$ cat config.mk
export PLATFORM = sky130hd
export DESIGN_NAME = fifo_wr_ptr_ctrl
export DESIGN_NICKNAME = d
export VERILOG_FILES = /design/src/rtl/fifo_wr_ptr_ctrl.sv
export SDC_FILE = /design/constraint.sdc
export NUM_CORES = 1
export LEC_CHECK = 0
export ABC_AREA = 1
export BUFFER_PORTS_ARGS = -buffer_cell sky130_fd_sc_hd__buf_2
export CAP_MARGIN = 10
export CORE_ASPECT_RATIO = 0.5
export CORE_MARGIN = 3
export CORE_UTILIZATION = 30
export CTS_BUF_LIST = sky130_fd_sc_hd__clkbuf_2 sky130_fd_sc_hd__clkbuf_4 sky130_fd_sc_hd__clkbuf_8
export DETAILED_ROUTE_END_ITERATION = 10
export GPL_TIMING_DRIVEN = 0
export HOLD_SLACK_MARGIN = 0.05
export PLACE_DENSITY_LB_ADDON = 0.3
export SLEW_MARGIN = 20
export SYNTH_ARGS = -nofsm -noshare
export SYNTH_HDL_FRONTEND = slang
export SYNTH_SLANG_ARGS = --single-unit
export TNS_END_PERCENT = 30
$ cat constraint.sdc
create_clock -name clk -period 2.7 [get_ports clk]
set_input_delay 0.27 -clock clk [delete_from_list [all_inputs] [get_ports clk]]
set_output_delay 0.27 -clock clk [all_outputs]
set_load 0.005 [all_outputs]
$ cat src/rtl/fifo_wr_ptr_ctrl.sv
// Write-side pointer controller for a dual-clock FIFO (write clock domain).
// Sequences the RAM write address, publishes a Gray write pointer, synchronises
// the Gray read pointer and derives full / almost_full / level / overflow.
module fifo_wr_ptr_ctrl #(
  parameter int unsigned ADDR_W      = 4,
  parameter int unsigned SYNC_STAGES = 2,
  parameter int unsigned AF_MARGIN   = 2
) (
  input  logic              clk,
  input  logic              rst,
  input  logic              wr_req,
  output logic              wr_ack,
  output logic [ADDR_W-1:0] waddr,
  input  logic [ADDR_W:0]   rptr_gray_in,
  output logic [ADDR_W:0]   wptr_gray,
  output logic              full,
  output logic              almost_full,
  output logic [ADDR_W:0]   level,
  output logic              overflow,
  input  logic              ovf_clr
);

  localparam int unsigned PTR_W = ADDR_W + 1;
  localparam int unsigned DEPTH = 2 ** ADDR_W;
  localparam logic [PTR_W-1:0] AF_THRESH = PTR_W'(DEPTH - AF_MARGIN);

  logic [PTR_W-1:0] wbin_q, wbin_d;
  logic [PTR_W-1:0] wgray_q, wgray_d;
  logic [PTR_W-1:0] sync_q [SYNC_STAGES];
  logic [PTR_W-1:0] rq;
  logic [PTR_W-1:0] rbin;
  logic [PTR_W-1:0] full_pat;
  logic [PTR_W-1:0] level_q, level_d;
  logic             full_q, full_d;
  logic             af_q, af_d;
  logic             ovf_q, ovf_d;

  // Accept is refused while full and forced low while reset is held.
  assign wr_ack      = wr_req & ~full_q & ~rst;
  assign waddr       = wbin_q[ADDR_W-1:0];
  assign wptr_gray   = wgray_q;
  assign full        = full_q;
  assign almost_full = af_q;
  assign level       = level_q;
  assign overflow    = ovf_q;
  assign rq          = sync_q[SYNC_STAGES-1];

  // Next-state: pointer advance, Gray encode/decode, status flags.
  always_comb begin
    wbin_d   = wbin_q + PTR_W'(wr_ack);
    wgray_d  = wbin_d ^ (wbin_d >> 1);
    rbin     = '0;
    for (int i = 0; i < int'(PTR_W); i++) begin
      rbin[i] = ^(rq >> i);
    end
    full_pat = {~rq[ADDR_W:ADDR_W-1], rq[ADDR_W-2:0]};
    full_d   = (wgray_d == full_pat);
    level_d  = wbin_d - rbin;
    af_d     = (level_d >= AF_THRESH);
    ovf_d    = ovf_q;
    if (ovf_clr) begin
      ovf_d = 1'b0;
    end
    if (wr_req && full_q) begin
      ovf_d = 1'b1;
    end
  end

  // Read-pointer synchroniser chain; rq is the last stage.
  always_ff @(posedge clk or posedge rst) begin
    if (rst) begin
      for (int i = 0; i < int'(SYNC_STAGES); i++) begin
        sync_q[i] <= '0;
      end
    end else begin
      sync_q[0] <= rptr_gray_in;
      for (int i = 1; i < int'(SYNC_STAGES); i++) begin
        sync_q[i] <= sync_q[i-1];
      end
    end
  end

  // Pointer and status registers.
  always_ff @(posedge clk or posedge rst) begin
    if (rst) begin
      wbin_q  <= '0;
      wgray_q <= '0;
      full_q  <= 1'b0;
      af_q    <= 1'b0;
      level_q <= '0;
      ovf_q   <= 1'b0;
    end else begin
      wbin_q  <= wbin_d;
      wgray_q <= wgray_d;
      full_q  <= full_d;
      af_q    <= af_d;
      level_q <= level_d;
      ovf_q   <= ovf_d;
    end
  end

endmodule
After elaboration in Yosys (flattened, before gate mapping)
Cells that the tools add are included.

storage, ports and cells
  register bits = 28
  logic and storage cells = 27

operators by class
  $add $sub $neg = 2
  order comparisons = 1
  equal/unequal tests = 1
  mux-type cells = 2
  bitwise logic cells = 6
  reductions and logical operators = 7

operators with widths
  kind                                                 count
  XOR reduction 5 bit                                  5
  adder 5 x 1 -> 5 bit                                 1
  equality test 5 bit                                  1
  >= comparator 5 x 4 -> 1 bit, second input constant  1
  subtractor 5 bit                                     1
  XOR 5 x 4 -> 5 bit                                   1
  AND 1 bit                                            2
  2-to-1 mux 1 bit                                     2
  inverter 1 bit                                       2
  inverter 2 bit                                       1
  nonzero test 2 bit                                   1
  logical AND 1 bit                                    1

Logic depth before layout (Yosys ltp)
  depth in word-level cells = 6
  gate-level depth with buffers = 14
  gate-level depth less buffers = 14

Least setup slack after synthesis
No wires, ideal clock.

  path type = input port to flip-flop
  start = in rst
  end = reg af_q (netlist: almost_full)
  library setup time = 122 ps
  arrival time = 2,651 ps
  data required time = 2,578 ps
  slack = -73 ps
  cell stages on the path = 14
  path buffers = 0
  cell sequence = inv_1 -> nand2_1 -> nor2_1 -> ha_1 -> ha_1 -> inv_1 -> nand2_1 -> nand2_2 -> ha_1 -> nand2_1 -> nor2_1 -> a211oi_1 -> or2_4 -> nand3_2

on the way
  word-level cells in the longest chain between the ends = 5

ends and longest elaborated chain
  element                       RTL line  text
  start, declared               10        input logic rst,
  inverter 1 bit                39        assign wr_ack = wr_req & ~full_q & ~rst;
  AND 1 bit                     39
  named net wr_ack              12        output logic wr_ack,
  adder 5 x 1 -> 5 bit          50        wbin_d = wbin_q + PTR_W'(wr_ack);
  named net wbin_d[2]           27        logic [PTR_W-1:0] wbin_q, wbin_d;
  subtractor 5 bit              58        level_d = wbin_d - rbin;
  >= comparator 5 x 4 -> 1 bit  59        af_d = (level_d >= AF_THRESH);
  named net af_d                35        logic af_q, af_d;
  end signal, assigned          89        af_q <= 1'b0;
  end signal, assigned          96        af_q <= af_d;
  end, declared                 35

The timed path passes the listed nets, and every way through them passes these cells.
A chain may end at the register's enable or synchronous reset.

Final worst setup path
  start = reg full_q (netlist: full)
  end = reg af_q (netlist: almost_full)

on the way
  word-level cells in the longest chain between the ends = 6

ends and longest elaborated chain
  element                       RTL line  text
  start, declared               34        logic full_q, full_d;
  start signal, assigned        95        full_q <= full_d;
  inverter 1 bit                39
  AND 1 bit (2 in a row)        39
  adder 5 x 1 -> 5 bit          50
  named net wbin_d[2]           27
  subtractor 5 bit              58
  named net level_d[3]          33        logic [PTR_W-1:0] level_q, level_d;
  >= comparator 5 x 4 -> 1 bit  59
  named net af_d                35

The timed path passes the listed nets, and every way through them passes these cells.

==> results.md <==
- Outcome: complete, no violations
- Antenna Cells: 0
- Yosys top cell area share: 0.539
- Slew Limit Fails: 0
- Worst stage delay on the critical path: 410 ps
- Final instance area: 0.00151 mm²
- Startpoint types: flop
- Post-synthesis mux area share: 0
- Worst hold path class: in2async
- Worst VDD drop: 0.336 mV
- WP data required: 2920 ps
- Inst Count DP: 204
- Critical path depth: 12
- Storage cell area: 676 µm²
- Post-DR vias/cell: 4.20
- Mapped Cells: 127
- Detailed Place HPWL: 1710 µm
- Worst-Margin Slew: 651 ps
- First-pass GRT wire length: 3830 µm
- Area contributors post-synth: dfrtp_1, nand2_1, ha_1, inv_1, nand3_1
- Final Non-Filler Cells: 210
- Max Cap Viol: 0
- Final min period: 2410 ps
- I/O pins: 27
- Die width: 97.4 µm
- Hold Worst Slack: 66.7 ps
- CP Launch Point: full
- Vias in the first global route: 791
- Largest net degree at the start of global routing: 16
- Worst R2R Start: full
- R2r setup slk: 290 ps
- Initial Util: 0.337
- CTS tree: built
- Die height: 51.7 µm
- Crit path buf inv count: 1
- Pre-CTS WS: -354 ps
- Synth Area in Compound Gates: 0.0180
- Synth Area in XOR/XNOR: 0.0699
- Slew margin rel.: 0.564
- Syn avg cell area: 9.86 µm²
- Worst R2R End: almost_full
- Vias: 883
- Synth Cell Area: 0.00125 mm²
- Final net count: 176
- Endpoint class of the critical path: flop
- Yosys top cell by area: dfrtp_1
- Top cell family by delay on the critical path: adder cells
- Final hold vios: 0
- Simple-gate area share of the yosys netlist: 0.234
- Worst r2r path cells: 12
- Cell Rows: 15
- Area growth from synthesis to layout: 20.7%
- Most frequent CP cell: ha_1
- GR Util All Layers: 0.0996
- Clk_lat worst skew: 270 ps
- Post-CTS setup buffers: 0
- Final setup violation count: 0
- Crit Path Class: reg2reg
- P_leak: 0.805 nW
- Pre-antenna DRT Iters: 5
- Multi-input gate area: 498 µm²
- Main combinational cell family by area after synthesis: simple AND/OR/NAND/NOR gates
- Setup total negative slack: 0 ps
- Slowest-stage cell, CP: dfrtp_1
- Power per cell area: 1030 mW/mm²
- Dpl cell area: 0.00145 mm²
- H-Tree Depth: 1
- DR iter-0 viols: 25
- Seq/Total Area, Yosys: 0.539
- Die footprint: 0.00503 mm²
- Register bit total from synthesis: 27
- Root buf cell: clkbuf_8
- Grt ovf: 0
- CTS buffer count: 3
- Reg clk slew, reported paths: 90 ps
- Drt drc: 0
- CTS max path bufs: 2
- Pwr Total: 1.56 mW
- Fillers: 369
- Final WS setup: 292 ps
- Post-synthesis cell type count: 21
- Core area: 0.00372 mm²
- Setup crit end: almost_full
- CTS resizes: 0
- RSZ-0062 raised after global routing: false
- Mapped Nets: 143
- Max Fclk: 0.415 GHz
- Worst EP arrival: 2620 ps
- Initial antenna violation count: 0
- Port Buffer Count: 26
- CTS sink count: 27
- DR WL/cell: 11.2 µm
- Total routed wirelength: 2340 µm
- CP cell instances: nor2_1 -> ha_1 -> ha_1 -> inv_1 -> nand2_1 -> nand2_2 -> ha_1 -> nand2_1 -> o21ai_0 -> xor2_1 -> nand3_1 -> nand3_2
- Period utilization: 0.892
- GPL Wtd Cong: 0.829
- Final ANT Viol Nets: 0
- Crit Path Max Fanout: 5
- Worst Clk Skew: 3.32 ps
- Share of layout cells above drive strength 1: 0.277
- Final core occ: 0.407
- Synth Area in Adders: 0.0759
- Warnings from Yosys: 0
[registers in the layout, summed over array words and instances (netlist names)]
| signal | count |
|---|---|
| sync_q | 5 |
| wbin_q | 5 |
| full | 1 |
| overflow | 1 |
| almost_full | 1 |
| rq | 5 |
| level | 5 |
| wptr_gray | 4 |
[logic make-up (layout without fill, tap and decap cells)]
group | count (synthesis) | after routing
and+or+nand+nor | 63 | 63
buffers and inverters | 19 | 51
DFF | 27 | 27
AOI/OAI and AO/OA | 4 | 4
xor gates and xnor gates | 7 | 7
adders and majority gates | 7 | 7
[report_power, final]
group	total (mW)	internal [mW]	leakage, nW	switching [mW]
clock	0.231	0.103	0.0255	0.128
combinational	0.744	0.307	0.454	0.436
sequential	0.589	0.533	0.325	0.0554
[routing by layer]
layer  global-route usage  wire, µm  vias up
li1                     -         -      457
met1                0.140      1240      405
met2                0.146      1000       21
met3               0.0335        97        0
met4               0.0276         0        0
met5                    0         0        -
[cell usage in the layout, fill, tap and decap left out, drive strengths merged, types with 3 or more instances in the layout]
master,netlist,routed
nand2,43,43
buf,1,27
nand4,3,3
xor2,6,6
dfrtp,27,27
clkbuf,0,3
inv,18,17
ha,6,6
nand3,10,10
nor2,4,4
[Yosys cell counts, drive strengths merged]
cell / count
and2: 1
nand3: 10
or2: 1
a21oi: 1
inv: 18
nand3b: 1
nand4: 3
fa: 1
nor2: 4
nand2: 43
o21ai: 2
xnor2: 1
buf: 1
a211oi: 1
dfrtp: 27
ha: 6
xor2: 6
[final cells by class]
cell class | instances | area share
Sequential cell | 27 | 0.447
Timing Repair inverter | 1 | 0.00331
Multi-Input combinational cell | 81 | 0.329
Clock inverter | 1 | 0.00331
Buffer | 1 | 0.00745
Clock buffer | 3 | 0.0273
Tap cell | 51 | 0.0422
Inverter | 18 | 0.0472
Timing Repair Buffer | 27 | 0.0927
[worst min-delay path by stage]
| stage | end | slack, ps | from | cells past startpoint |
|---|---|---|---|---|
| after floorplan | almost_full | 170 | rst | 1 |
| final | rq[4] | 70 | rst | 2 |
| after global placement | rq[1] | 330 | sync_q[6] | 0 |
| after CTS | rq[1] | 90 | rst | 2 |
| after detailed placement | rq[4] | 340 | sync_q[9] | 0 |
| after global routing | sync_q[5] | 80 | rptr_gray_in[0] | 1 |
[worst reg2reg max path, delay by kind of cell, from the launching register on]
| family | cells | cell delay, ps |
|---|---|---|
| flops | 1 | 410 |
| simple gates | 6 | 570 |
| xor+xnor | 1 | 210 |
| fa+ha+maj | 3 | 890 |
| buf+inv | 1 | 80 |
| compound gates | 1 | 190 |
[repair_timing]
item | 4_1_cts | 5_1_grt
endpoints found under the hold margin | 13 | 0
setup endpoints to repair | 2 | 0
hold buffers | 1 | 0
(Power assumes the default switching activity.)
